### src/rtl/dmem_arbiter_if.sv
// Request/response and memory-side signal bundle for dmem_arbiter.
// The slave modport is the arbiter's view; master is the requester/memory side.
interface dmem_arbiter_if #(
  parameter int NREQ = 3,
  parameter int AW   = 8,
  parameter int DW   = 8
);
  logic [NREQ-1:0]    req_valid;
  logic [NREQ-1:0]    req_we;
  logic [NREQ-1:0]    req_lock;
  logic [NREQ*AW-1:0] req_addr;
  logic [NREQ*DW-1:0] req_wdata;
  logic [NREQ-1:0]    req_ready;
  logic [NREQ-1:0]    rsp_valid;
  logic [DW-1:0]      rsp_rdata;
  logic               mem_en;
  logic               mem_we;
  logic [AW-1:0]      mem_addr;
  logic [DW-1:0]      mem_wdata;
  logic [DW-1:0]      mem_rdata;

  modport slave (
    input  req_valid, req_we, req_lock, req_addr, req_wdata, mem_rdata,
    output req_ready, rsp_valid, rsp_rdata, mem_en, mem_we, mem_addr, mem_wdata
  );

  modport master (
    output req_valid, req_we, req_lock, req_addr, req_wdata, mem_rdata,
    input  req_ready, rsp_valid, rsp_rdata, mem_en, mem_we, mem_addr, mem_wdata
  );
endinterface

### src/rtl/dmem_arbiter.sv
// Round-robin arbiter sharing one single-port data memory between NREQ requesters,
// with bounded lock for RMW sequences. Define DMEM_ARB_CPU_PRIO_EN to give requester 0 priority.
module dmem_arbiter #(
  parameter int NREQ     = 3,
  parameter int AW       = 8,
  parameter int DW       = 8,
  parameter int MAX_LOCK = 4
) (
  input  logic           clk,
  input  logic           rst_n,
  dmem_arbiter_if.slave  bus
);
  localparam int IW = (NREQ > 1) ? $clog2(NREQ) : 1;

  typedef enum logic {ARB, LOCKED} state_t;

  state_t          state_q, state_d;
  logic [IW-1:0]   rr_q, rr_d;
  logic [IW-1:0]   owner_q, owner_d;
  logic [3:0]      lock_cnt_q, lock_cnt_d;
  logic [IW:0]     pick;
  logic [IW-1:0]   gnt_idx;
  logic            hs;
  logic [NREQ-1:0] ready;

  logic            mem_en_q, mem_we_q;
  logic [AW-1:0]   mem_addr_q;
  logic [DW-1:0]   mem_wdata_q;
  logic            tag_vld_p1, tag_vld_p2;
  logic [IW-1:0]   tag_idx_p1, tag_idx_p2;
  logic [NREQ-1:0] rsp_valid_q;
  logic [DW-1:0]   rsp_rdata_q;

  function automatic logic [IW-1:0] wrap_inc(input logic [IW-1:0] i);
    return (int'(i) == NREQ - 1) ? '0 : i + 1'b1;
  endfunction

  // Returns {found, index}: first set bit of v searching upward from ptr, wrapping.
  function automatic logic [IW:0] rr_pick(input logic [NREQ-1:0] v, input logic [IW-1:0] ptr);
    logic [IW:0] r;
    int          c;
    r = '0;
    for (int k = NREQ - 1; k >= 0; k--) begin
      c = (int'(ptr) + k) % NREQ;
      if (v[c]) r = {1'b1, c[IW-1:0]};
    end
    return r;
  endfunction

  always_comb begin
    pick  = '0;
    ready = '0;
    if (state_q == LOCKED) begin
      pick = {bus.req_valid[owner_q], owner_q};
    end else begin
`ifdef DMEM_ARB_CPU_PRIO_EN
      if (bus.req_valid[0]) pick = {1'b1, {IW{1'b0}}};
      else pick = rr_pick(bus.req_valid & {{(NREQ-1){1'b1}}, 1'b0}, rr_q);
`else
      pick = rr_pick(bus.req_valid, rr_q);
`endif
    end
    if (pick[IW] && rst_n) ready[pick[IW-1:0]] = 1'b1;
  end

  assign gnt_idx = pick[IW-1:0];
  assign hs      = pick[IW] & rst_n;

  always_comb begin
    state_d    = state_q;
    rr_d       = rr_q;
    owner_d    = owner_q;
    lock_cnt_d = lock_cnt_q;
    if (hs) begin
      if (state_q == ARB) begin
`ifdef DMEM_ARB_CPU_PRIO_EN
        if (gnt_idx != '0) rr_d = wrap_inc(gnt_idx);
`else
        rr_d = wrap_inc(gnt_idx);
`endif
        if (bus.req_lock[gnt_idx] && MAX_LOCK > 1) begin
          state_d    = LOCKED;
          owner_d    = gnt_idx;
          lock_cnt_d = 4'd1;
        end
      // lock_cnt_q grants already done; this handshake is grant lock_cnt_q+1
      end else if (bus.req_lock[owner_q] && (int'(lock_cnt_q) + 1) < MAX_LOCK) begin
        lock_cnt_d = lock_cnt_q + 4'd1;
      end else begin
        state_d    = ARB;
        rr_d       = wrap_inc(owner_q);
        lock_cnt_d = '0;
      end
    end
  end

  always_ff @(posedge clk or negedge rst_n) begin
    if (!rst_n) begin
      state_q     <= ARB;
      rr_q        <= '0;
      owner_q     <= '0;
      lock_cnt_q  <= '0;
      mem_en_q    <= 1'b0;
      mem_we_q    <= 1'b0;
      mem_addr_q  <= '0;
      mem_wdata_q <= '0;
      tag_vld_p1  <= 1'b0;
      tag_idx_p1  <= '0;
      tag_vld_p2  <= 1'b0;
      tag_idx_p2  <= '0;
      rsp_valid_q <= '0;
      rsp_rdata_q <= '0;
    end else begin
      state_q    <= state_d;
      rr_q       <= rr_d;
      owner_q    <= owner_d;
      lock_cnt_q <= lock_cnt_d;
      // p1: memory command issued, tag captured
      mem_en_q   <= hs;
      mem_we_q   <= hs & bus.req_we[gnt_idx];
      if (hs) begin
        mem_addr_q  <= bus.req_addr[gnt_idx*AW +: AW];
        mem_wdata_q <= bus.req_wdata[gnt_idx*DW +: DW];
      end
      tag_vld_p1 <= hs & ~bus.req_we[gnt_idx];
      tag_idx_p1 <= gnt_idx;
      // p2: memory sampling the command
      tag_vld_p2 <= tag_vld_p1;
      tag_idx_p2 <= tag_idx_p1;
      // response: read data returned to originator
      rsp_valid_q <= '0;
      if (tag_vld_p2) begin
        rsp_valid_q[tag_idx_p2] <= 1'b1;
        rsp_rdata_q             <= bus.mem_rdata;
      end
    end
  end

  assign bus.req_ready = ready;
  assign bus.mem_en    = mem_en_q;
  assign bus.mem_we    = mem_we_q;
  assign bus.mem_addr  = mem_addr_q;
  assign bus.mem_wdata = mem_wdata_q;
  assign bus.rsp_valid = rsp_valid_q;
  assign bus.rsp_rdata = rsp_rdata_q;
endmodule

### src/flat_wrapper.sv
// flat-port wrapper written by rule: the top's interface ports become plain ports
module dmem_arbiter_flat 
#(
  parameter int NREQ     = 3,
  parameter int AW       = 8,
  parameter int DW       = 8,
  parameter int MAX_LOCK = 4
)
  (clk, rst_n, bus_req_valid, bus_req_we, bus_req_lock, bus_req_addr, bus_req_wdata, bus_mem_rdata, bus_req_ready, bus_rsp_valid, bus_rsp_rdata, bus_mem_en, bus_mem_we, bus_mem_addr, bus_mem_wdata);
  dmem_arbiter_if #(.NREQ(NREQ), .AW(AW), .DW(DW)) bus_i ();
  input  logic clk;
  input  logic rst_n;
  input wire logic [$bits(bus_i.req_valid)-1:0] bus_req_valid;
  input wire logic [$bits(bus_i.req_we)-1:0] bus_req_we;
  input wire logic [$bits(bus_i.req_lock)-1:0] bus_req_lock;
  input wire logic [$bits(bus_i.req_addr)-1:0] bus_req_addr;
  input wire logic [$bits(bus_i.req_wdata)-1:0] bus_req_wdata;
  input wire logic [$bits(bus_i.mem_rdata)-1:0] bus_mem_rdata;
  output wire logic [$bits(bus_i.req_ready)-1:0] bus_req_ready;
  output wire logic [$bits(bus_i.rsp_valid)-1:0] bus_rsp_valid;
  output wire logic [$bits(bus_i.rsp_rdata)-1:0] bus_rsp_rdata;
  output wire logic [$bits(bus_i.mem_en)-1:0] bus_mem_en;
  output wire logic [$bits(bus_i.mem_we)-1:0] bus_mem_we;
  output wire logic [$bits(bus_i.mem_addr)-1:0] bus_mem_addr;
  output wire logic [$bits(bus_i.mem_wdata)-1:0] bus_mem_wdata;
  assign bus_i.req_valid = bus_req_valid;
  assign bus_i.req_we = bus_req_we;
  assign bus_i.req_lock = bus_req_lock;
  assign bus_i.req_addr = bus_req_addr;
  assign bus_i.req_wdata = bus_req_wdata;
  assign bus_i.mem_rdata = bus_mem_rdata;
  assign bus_req_ready = bus_i.req_ready;
  assign bus_rsp_valid = bus_i.rsp_valid;
  assign bus_rsp_rdata = bus_i.rsp_rdata;
  assign bus_mem_en = bus_i.mem_en;
  assign bus_mem_we = bus_i.mem_we;
  assign bus_mem_addr = bus_i.mem_addr;
  assign bus_mem_wdata = bus_i.mem_wdata;
  dmem_arbiter #(.NREQ(NREQ), .AW(AW), .DW(DW), .MAX_LOCK(MAX_LOCK)) u_core (.clk(clk), .rst_n(rst_n), .bus(bus_i));
endmodule
### config.mk
export PLATFORM = sky130hd
export DESIGN_NAME = dmem_arbiter_flat
export DESIGN_NICKNAME = d
export VERILOG_FILES = /design/src/rtl/dmem_arbiter_if.sv /design/src/rtl/dmem_arbiter.sv /design/src/flat_wrapper.sv
export SDC_FILE = /design/constraint.sdc
export NUM_CORES = 1
export LEC_CHECK = 0
export ABC_AREA = 1
export CORE_UTILIZATION = 39
export CTS_CLUSTER_DIAMETER = 150
export DETAILED_ROUTE_END_ITERATION = 16
export PLACE_DENSITY = 0.83
export SLEW_MARGIN = 20
export SYNTH_ARGS = -nofsm -noshare
export SYNTH_HDL_FRONTEND = slang
export SYNTH_SLANG_ARGS = --single-unit
### constraint.sdc
create_clock -name clk -period 2.4 [get_ports clk]
set_input_delay 0.24 -clock clk [delete_from_list [all_inputs] [get_ports clk]]
set_output_delay 0.24 -clock clk [all_outputs]
set_load 0.03 [all_outputs]
==> results of run 1 <==
==> cell type report <==
type / count / area (sq um)
multi-input cells: 215 / 1090
fillers: 475 / 1990
flip-flops and latches: 44 / 1100
inverters: 26 / 103
clock inverters: 1 / 5.00
clock buffers: 6 / 72.6
repair buffers: 115 / 1120
well taps: 72 / 90.1
==> stage by stage <==
stage	setup slack, ns	hold WS, ns	cells	setup TNS, ns
2_1_floorplan	0.390	-0.0556	291	0
3_3_place_gp	0.290	0.332	462	0
3_5_place_dp	0.224	0.335	462	0
4_1_cts	0.0305	0.130	472	0
5_1_grt	-0.0598	0.159	479	-0.124
6_report	0.0488	0.121	479	0
==> Yosys cell counts (all sizes together) <==
library cell,number
nor2,13
clkinv,1
nor3,4
nand3,23
inv,25
a21oi,7
o22ai,1
nor3b,1
ha,4
nand4,10
clkbuf,1
nand3b,2
nand2,138
buf,5
o21ai,12
dfrtp,44
==> final timing paths <==
path                                                             to  slack (ns)  depth (start not counted)
worst max-delay path                               bus_req_ready[0]        0.05                         11
worst min-delay path               u_core.lock_cnt_q[3]$_DFFE_PN0P_        0.12                          2
worst max register to register  u_core.bus.mem_wdata[7]$_DFFE_PN0P_        0.21                         16
worst min register to register       u_core.tag_idx_p2[0]$_DFF_PN0_        0.35                          0
max in group asynchronous       u_core.bus.mem_wdata[4]$_DFFE_PN0P_        1.91                          2
min in group clk                     u_core.tag_idx_p2[0]$_DFF_PN0_        0.35                          0
==> registers in the layout (all words and copies together) (netlist names), 2 cells and up <==
register and flops:
u_core.tag_idx_p1 2, u_core.bus.rsp_rdata 8, u_core.tag_idx_p2 2, u_core.owner_q 2
u_core.bus.rsp_valid 3, u_core.bus.mem_wdata 8, u_core.rr_q 2, u_core.bus.mem_addr 8
u_core.lock_cnt_q 4
==> power by group through the flow <==
stage	combinational (W)	clock, W	sequential [W]
finish	0.00300	0.000423	0.00126
global route	0.00325	0.000470	0.00130
CTS	0.00283	0.000437	0.00126
detailed placement	0.00274	0	0.00127
global placement	0.00269	0	0.00125
floorplan	0.00140	0	0.00165
==> per-layer routing <==
| layer | routed length (microns) | vias to the layer above | GRT usage |
|---|---|---|---|
| li1 | - | 1156 | - |
| met1 | 2430 | 1062 | 0.216 |
| met2 | 3070 | 92 | 0.355 |
| met3 | 383 | 11 | 0.0605 |
| met4 | 95 | 0 | 0.0519 |
| met5 | 0 | - | 0 |
==> worst max-delay path, cell delays in order (launching register included) <==
cell and delay [ns]:
dfrtp_1 0.44, ha_4 0.32, inv_2 0.05, nand2_1 0.06, nand3_2 0.09, nand2_2 0.08
a21oi_1 0.05, nand3_2 0.11, nand3_4 0.13, buf_12 0.16, nor3_4 0.18, buf_6 0.16
==> cells by family (layout without fill, tap and decap cells) <==
group           count (synthesis)  in the layout  share of synthesized area
fa+ha+maj                       4              4                     0.0219
buf+inv                        32            148                     0.0639
simple gates                  191            191                      0.386
flops                          44             44                      0.481
compound gates                 20             20                     0.0475
==> timing repair <==
action                                  CTS  global route
pin swaps                                 2             8
buffers inserted                          3             7
gates resized for setup                   2            13
endpoints found under the setup margin    2             3
==> key figures, run 1 <==
Timing
  – Max-slew violations: 0
  – Endpoints failing setup: 0
  – Least-Margin Pin Slew: 0.550 ns
  – Slew headroom: 0.633
  – Max Fclk: 425 MHz
  – Crit share post-route: 0.980
  – Fin crit period: 2.35 ns
  – Hold Violations, Final: 0
  – Clk_skew: 0.00511 ns

Setup path
  – Crit path DAT: 2.11 ns
  – Max FO, Critical Path: 5
  – Critical Path RT: 2.16 ns
  – Worst setup SP type: flip-flop
  – Crit path capture type: primary output
  – WS Path Type: reg2out
  – Critical Path Start: u_core.rr_q[1]$_DFFE_PN0P_
  – R2R Path Start: u_core.rr_q[0]$_DFFE_PN0P_

Layout
  – Final core utilization: 0.642
  – Layout area overhead: 56.4%
  – Commonest non-fill, non-tap cell in the layout: nand2_1
  – Design area: 3580 sq um
  – Layout cell share with drive strength beyond 1: 0.138
  – Antenna Cells: 0
  – Most frequent cells in the layout: 132 x nand2_1, 94 x clkdlybuf4s50_1, 44 x dfrtp_1, 18 x nand3_1, 17 x inv_1
  – Nets: 478

CTS
  – Hold buffers post-CTS: 0
  – Clk pin slew, worst setup/hold paths: 0.07 ns
  – Clk buf depth: 2
  – Root buffer cell: clkbuf_8
  – Sink Count: 44
  – H-tree lvl count: 2
  – CTS tree: done
  – CTS Buf Count: 5
  – Clock latency on the worst-skew pair: 0.29 ns

Floorplan
  – Num rows: 27
  – Die Ht: 78.6 microns
  – Initial Util: 0.411
  – Die Wd: 78.6 microns
  – Die area: 6180 sq um
  – Core Region: 5570 sq um
  – IO Pins: 99

Drt
  – Via count: 2321
  – Post-route DRC: 0
  – Via density: 4.85
  – Wire per inst: 12.5 microns
  – Post-DRT Antenna Nets: 0
  – Drt pass-1 iters: 4
  – DRT iter0 DRCs: 98
  – Final wirelength: 5.98 mm

Place
  – I/O Buffers: 98
  – Detailed placement HPWL: 4.52 mm
  – Placed cell area: 3350 sq um
  – GPL Wtd Cong: 0.850

Synthesis
  – Top cells by area, synth: dfrtp_1 48%, nand2_1 22%, nand3_1 4.6%, inv_1 3.1%, nand4_1 2.7%
  – Syn Inst Count: 291
  – Mean area per synthesized cell: 7.87 sq um
  – Cell variety after synth: 30
  – Synthesis warning total: 0
  – Sequential fraction of the synthesis area: 0.481
  – Synth top area share: 0.481
  – Yosys reg bits: 44
  – Syn Nets: 362
  – Mapped cell area: 2290 sq um
  – Yosys top cell by area: dfrtp_1

Power
  – Cell Int Power: 0.00249 W
  – Clock Power Share: 0.090
  – Worst vdd ir: 665 uV
  – Pwr Density: 1310 nW/um^2
  – Seq pwr share: 0.269
  – Sw Pwr: 0.00220 W
  – Sw Ratio: 0.470
  – Leak: 1.69 nW
  – Power share of the combinational group: 0.641
  – Total power: 0.00469 W

GRT
  – Vias in the first global route: 2151
  – Largest net degree at the start of global routing: 45
  – Global-route wire length before repair: 9.43 mm
  – Antenna violations before repair: 0
  – Grt ovf: 0
  – GRT Overall Usage: 0.194

Outcome
  – Status: finished, final reports clean

Min path
  – Hold Crit Class: in2async

Flow run
  – Max_cap viols: 0
Note: power is estimated with default switching activity, not from simulation.
==> run 2: changes to the inputs <==
--- a/config.mk
+++ b/config.mk
@@ -6,10 +6,10 @@
 export NUM_CORES = 1
 export LEC_CHECK = 0
 export ABC_AREA = 1
-export CORE_UTILIZATION = 39
+export CORE_UTILIZATION = 35
 export CTS_CLUSTER_DIAMETER = 150
 export DETAILED_ROUTE_END_ITERATION = 16
-export PLACE_DENSITY = 0.83
+export PLACE_DENSITY = 0.76
 export SLEW_MARGIN = 20
 export SYNTH_ARGS = -nofsm -noshare
 export SYNTH_HDL_FRONTEND = slang
==> key figures, run 2 (synthesis gave the netlist of run 1 again) <==
Place
  – Detailed placement HPWL: 4.57 mm (+1.2%)
  – Place WS: 0.175 ns (-0.0492 ns)
  – Inst Count DP: 465 (+0.65%)
  – GPL Wtd Cong: 0.916 (+7.8%)
  – I/O Buffers: 98 (unchanged)

Layout
  – Layout cell share with drive strength beyond 1: 0.152 (+0.0144)
  – Commonest non-fill, non-tap cell in the layout: nand2_1
  – Post-layout instance count excluding filler cells: 485 (+1.3%)
  – Most frequent cells in the layout: 131 x nand2_1, 94 x clkdlybuf4s50_1, 44 x dfrtp_1, 17 x inv_1, 17 x nand3_1
  – Antenna Cells: 0 (unchanged)
  – Nets: 478 (unchanged)
  – Layout area overhead: 59.2%

Power
  – Pwr Density: 1330 nW/um^2 (+1.8%)
  – Worst vdd ir: 758 uV (+14%)
  – Leak: 1.70 nW (+0.50%)

Floorplan
  – Initial Util: 0.361 (-0.0502)
  – Num rows: 29 (+7.4%)
  – Die Ht: 82.9 microns (+5.4%)
  – IO Pins: 99 (unchanged)
  – Core Region: 6350 sq um (+14%)
  – Die Wd: 82.9 microns (+5.4%)
  – Die area: 6870 sq um (+11%)

Setup path
  – Slowest stage delay, CP: 0.41 ns (-0.03 ns)
  – WS Path Type: reg2out
  – R2R Path Start: u_core.rr_q[1]$_DFFE_PN0P_
  – R2r setup slk: 0.09 ns (-0.12 ns)
  – FF-to-FF path depth: 17 (+1)
  – Max FO, Critical Path: 5 (unchanged)
  – Crit path DAT: 2.16 ns (+0.05 ns)
  – Worst path most repeated cell: nand2_1
  – Critical Path RT: 2.16 ns (about the same)
  – Slowest-stage cell, CP: dfrtp_1
  – Worst path cell trace: buf_6, ha_4, inv_4, nand3_2, nand2_1, nand2_1, nand2_1, nand2_2, nand2_4, inv_8, nor3_4, buf_6
  – Worst setup SP type: flip-flop
  – R2R Path End: u_core.bus.mem_addr[5]$_DFFE_PN0P_
  – Crit path capture type: primary output

Timing
  – Clk_skew: 0.0111 ns (+0.00603 ns)
  – Slew headroom: 0.639 (+0.00524)
  – Final Hold Slack: 0.0898 ns (-0.0313 ns)
  – Worst Setup Slack, final: 0.00317 ns (-0.0457 ns)
  – Max-slew violations: 0 (unchanged)
  – Least-Margin Pin Slew: 0.542 ns (-0.00787 ns)
  – Max Fclk: 417 MHz (-1.9%)
  – Fin crit period: 2.40 ns (+0.0457 ns)
  – RSZ-0062 raised after global routing: true
  – Crit share post-route: 0.999 (+0.0190)
  – Endpoints failing setup: 0 (unchanged)
  – Hold Violations, Final: 0 (unchanged)

GRT
  – Vias in the first global route: 2178 (+1.3%)
  – Largest net degree at the start of global routing: 45 (unchanged)
  – Grt ovf: 0 (unchanged)
  – GRT Overall Usage: 0.179 (-0.0156)
  – Global-route wire length before repair: 9.91 mm (+5.1%)
  – Antenna violations before repair: 0 (unchanged)

Drt
  – Post-DRT Antenna Nets: 0 (unchanged)
  – Via count: 2289 (-1.4%)
  – Post-route DRC: 0 (unchanged)
  – DRT iter0 DRCs: 98 (unchanged)
  – Drt pass-1 iters: 6 (+2)
  – Final wirelength: 6.18 mm (+3.4%)
  – Wire per inst: 12.7 microns (+2.2%)
  – Via density: 4.72 (-2.6%)

CTS
  – CTS Buf Count: 5 (unchanged)
  – Root buffer cell: clkbuf_8
  – Clk buf depth: 2 (unchanged)
  – CTS tree: done
  – Clk pin slew, worst setup/hold paths: 0.09 ns (+0.02 ns)
  – Clock latency on the worst-skew pair: 0.30 ns (about the same)
  – H-tree lvl count: 2 (unchanged)
  – Sink Count: 44 (unchanged)

Flow run
  – Max_cap viols: 0 (unchanged)

Min path
  – Hold Crit Class: in2async

Outcome
  – Status: finished, final reports clean
==> run 2: cell count changes in the layout (fill, tap and decap cells not counted), sizes merged <==
cell	previous run	this run
clkinv	2	1
clkinvlp	0	2
==> run 2: layer usage <==
| layer | wire [microns] | GRT usage | vias to the layer above | part of all wire |
|---|---|---|---|---|
| li1 | - | - | 1153 | - |
| met1 | 2550 | 0.211 | 1053 | 0.41 |
| met2 | 3170 | 0.312 | 71 | 0.51 |
| met3 | 327 | 0.0417 | 12 | 0.053 |
| met4 | 136 | 0.0721 | 0 | 0.022 |
| met5 | 0 | 0 | - | 0 |
==> run 2: layout make-up <==
type	count	area [sq um]
clock inverters	2	15.0
multi-input cells	215	1130
repair buffers	115	1110
flip-flops and latches	44	1100
well taps	77	96.3
inverters	26	110
fillers	565	2700
clock buffers	6	82.6
==> run 2: metrics by stage <==
| stage | setup TNS, ns | util | power (W) | cell area, sq um |
|---|---|---|---|---|
| after floorplan | 0 | - | 0.00306 | 2290 |
| after global placement | 0 | 0.527 | 0.00392 | 3350 |
| after detailed placement | 0 | 0.527 | 0.00399 | 3350 |
| after CTS | 0 | 0.549 | 0.00456 | 3490 |
| after global routing | -0.183 | 0.574 | 0.00521 | 3650 |
| final | 0 | 0.574 | 0.00486 | 3650 |
==> run 2: worst max-delay path, delay by kind of cell (launching register included) <==
family	cells	cell delay, ns
simple gates	7	0.76
buf+inv	4	0.43
flops	1	0.41
fa+ha+maj	1	0.25
==> run 2: power by group <==
group,internal [W],switching (W),total (W)
Combinational,0.00126,0.00185,0.00311
Clock,0.000233,0.000255,0.000488
Sequential,0.00105,0.000209,0.00126
==> run 2: how the worst max path moves through the flow <==
| stage | start | end | slack, ns | depth (start not counted) |
|---|---|---|---|---|
| 2_1_floorplan | u_core.rr_q[0]$_DFFE_PN0P_ | u_core.bus.mem_addr[0]$_DFFE_PN0P_ | 0.39 | 13 |
| 3_3_place_gp | bus_req_valid[1] | u_core.lock_cnt_q[0]$_DFFE_PN0P_ | 0.25 | 11 |
| 3_5_place_dp | u_core.rr_q[0]$_DFFE_PN0P_ | u_core.lock_cnt_q[0]$_DFFE_PN0P_ | 0.17 | 14 |
| 4_1_cts | u_core.rr_q[1]$_DFFE_PN0P_ | bus_req_ready[1] | 0.005 | 11 |
| 5_1_grt | u_core.rr_q[1]$_DFFE_PN0P_ | bus_req_ready[2] | -0.07 | 12 |
| 6_report | u_core.rr_q[1]$_DFFE_PN0P_ | bus_req_ready[2] | 0.003 | 12 |
==> run 2: repair_timing <==
item	4_1_cts	5_1_grt
hold endpoints to repair	0	0
endpoints found under the setup margin	3	7
gates cloned	0	0
pin swaps	2	10
resized for setup	2	26
hold buffers	0	0
setup buffers	4	8
==> run 3: changes to the inputs <==
--- a/config.mk
+++ b/config.mk
@@ -6,6 +6,7 @@
 export NUM_CORES = 1
 export LEC_CHECK = 0
 export ABC_AREA = 1
+export CORE_MARGIN = 2
 export CORE_UTILIZATION = 35
 export CTS_CLUSTER_DIAMETER = 150
 export DETAILED_ROUTE_END_ITERATION = 16
==> key figures, run 3 (synthesis gave the netlist of run 1 again) <==
Outcome
  – Status: finished, final reports clean

Drt
  – Wire per inst: 12.4 microns (-2.4%)
  – Drt pass-1 iters: 4 (-2)
  – Post-route DRC: 0 (unchanged)
  – Final wirelength: 6.07 mm (-1.8%)
  – DRT iter0 DRCs: 91 (-7.1%)
  – Via count: 2298 (+0.39%)
  – Post-DRT Antenna Nets: 0 (unchanged)
  – Via density: 4.71 (-0.22%)

Timing
  – Least-Margin Pin Slew: 0.539 ns (-0.00351 ns)
  – Endpoints failing setup: 0 (unchanged)
  – Clk_skew: 0.00528 ns (-0.00586 ns)
  – Hold Violations, Final: 0 (unchanged)
  – Fin crit period: 2.32 ns (-0.0728 ns)
  – Max-slew violations: 0 (unchanged)
  – RSZ-0062 raised after global routing: true
  – Final Hold Slack: 0.114 ns (+0.0238 ns)
  – Slew headroom: 0.641 (+0.00234)
  – Max Fclk: 430 MHz (+3.1%)
  – Crit share post-route: 0.968 (-0.0303)

Setup path
  – WS Path Type: reg2out
  – Crit path DAT: 2.08 ns (-0.08 ns)
  – FF-to-FF path depth: 17 (unchanged)
  – Crit path capture type: primary output
  – Critical path capture point: bus_req_ready[1]
  – Critical Path Start: u_core.rr_q[0]$_DFFE_PN0P_
  – R2R Path End: u_core.bus.mem_wdata[2]$_DFFE_PN0P_
  – R2R Path Start: u_core.rr_q[0]$_DFFE_PN0P_
  – R2r setup slk: 0.19 ns (+0.10 ns)
  – Critical Path RT: 2.16 ns (about the same)
  – Max FO, Critical Path: 6 (+1)
  – Worst setup SP type: flip-flop

CTS
  – Clk buf depth: 2 (unchanged)
  – CTS tree: done
  – Clock latency on the worst-skew pair: 0.29 ns (about the same)
  – Sink Count: 44 (unchanged)
  – H-tree lvl count: 2 (unchanged)
  – Root buffer cell: clkbuf_8
  – CTS Buf Count: 5 (unchanged)
  – Clk pin slew, worst setup/hold paths: 0.08 ns (about the same)
  – Hold buffers post-CTS: 0 (unchanged)

Floorplan
  – Die Wd: 84.9 microns (+2.4%)
  – IO Pins: 99 (unchanged)
  – Core Region: 6350 sq um (unchanged)
  – Die area: 7200 sq um (+4.9%)
  – Die Ht: 84.9 microns (+2.4%)
  – Num rows: 29 (unchanged)
  – Initial Util: 0.361 (unchanged)

Place
  – I/O Buffers: 98 (unchanged)
  – Detailed placement HPWL: 4.64 mm (+1.5%)
  – GPL Wtd Cong: 0.881 (-3.8%)

Layout
  – Commonest non-fill, non-tap cell in the layout: nand2_1
  – Layout area overhead: 58.0%
  – Antenna Cells: 0 (unchanged)
  – Most frequent cells in the layout: 132 x nand2_1, 94 x clkdlybuf4s50_1, 44 x dfrtp_1, 20 x nand3_1, 20 x buf_4
  – Layout cell share with drive strength beyond 1: 0.146 (-0.00598)
  – Fill count: 570 (+0.88%)
  – Final core utilization: 0.570 (-0.00453)
  – Nets: 482 (+0.84%)

Power
  – Pwr Density: 1330 nW/um^2 (-0.39%)
  – Worst vdd ir: 773 uV (+2.0%)
  – Leak: 1.71 nW (+0.53%)

GRT
  – Vias in the first global route: 2205 (+1.2%)
  – Grt ovf: 0 (unchanged)
  – GRT Overall Usage: 0.170 (-0.00922)
  – Antenna violations before repair: 0 (unchanged)
  – Largest net degree at the start of global routing: 45 (unchanged)
  – Global-route wire length before repair: 9.85 mm (-0.56%)

Flow run
  – Max_cap viols: 0 (unchanged)

Min path
  – Hold Crit Class: in2async
run 3: per-layer routing:
layer | vias up | track usage | part of all wire
li1 | 1159 | - | -
met1 | 1054 | 0.202 | 0.42
met2 | 78 | 0.314 | 0.52
met3 | 7 | 0.0350 | 0.055
met4 | 0 | 0.0404 | 0.013
met5 | - | 0 | 0
run 3: final cells by class:
type / instances / area (sq um) / share of cell area
Clock buffer: 5 / 68.8 / 0.0190
Sequential cell: 44 / 1100 / 0.304
Tap cell: 77 / 96.3 / 0.0266
Inverter: 26 / 105 / 0.0291
Timing Repair Buffer: 119 / 1150 / 0.318
Multi-Input combinational cell: 215 / 1080 / 0.300
Clock inverter: 2 / 12.5 / 0.00346
run 3: worst min-delay path by stage:
stage	endpoint	depth (start not counted)	slack, ns
finish	u_core.bus.rsp_valid[2]$_DFF_PN0_	2	0.11
global route	u_core.bus.rsp_valid[2]$_DFF_PN0_	2	0.15
CTS	u_core.bus.rsp_valid[2]$_DFF_PN0_	2	0.12
detailed placement	u_core.tag_vld_p2$_DFF_PN0_	0	0.34
global placement	u_core.tag_vld_p2$_DFF_PN0_	0	0.33
floorplan	u_core.bus.mem_addr[0]$_DFFE_PN0P_	0	-0.06
run 3: critical path, cell delays in order (launching register included):
cell	delay (ns)
dfrtp_1	0.40
buf_4	0.15
ha_4	0.16
inv_2	0.10
nand2_1	0.06
nand3_1	0.09
nand2_1	0.08
a21oi_1	0.16
nand2_2	0.12
nand2_8	0.12
nand2_4	0.07
nor2_4	0.13
buf_6	0.15
run 3: timing repair:
action,in CTS,in global routing
pin swaps,3,8
gates resized for setup,3,12
setup buffers,6,10
endpoints found under the setup margin,3,9
run 3: metrics by stage:
step / worst slack (ns) / TNS, ns / cell area [sq um] / power [W] / cells
after global placement: 0.234 / 0 / 3350 / 0.00394 / 465
after CTS: 0.00295 / 0 / 3490 / 0.00456 / 478
after detailed placement: 0.157 / 0 / 3350 / 0.00400 / 465
final: 0.0760 / 0 / 3620 / 0.00480 / 488
after floorplan: 0.390 / 0 / 2290 / 0.00306 / 291
after global routing: -0.0474 / -0.0939 / 3620 / 0.00519 / 488
run 3: power by group:
group	leakage [nW]	total, W	switching (W)	internal (W)
Sequential	0.555	0.00127	0.000210	0.00106
Combinational	1.12	0.00310	0.00178	0.00132
Clock	0.0400	0.000435	0.000238	0.000197
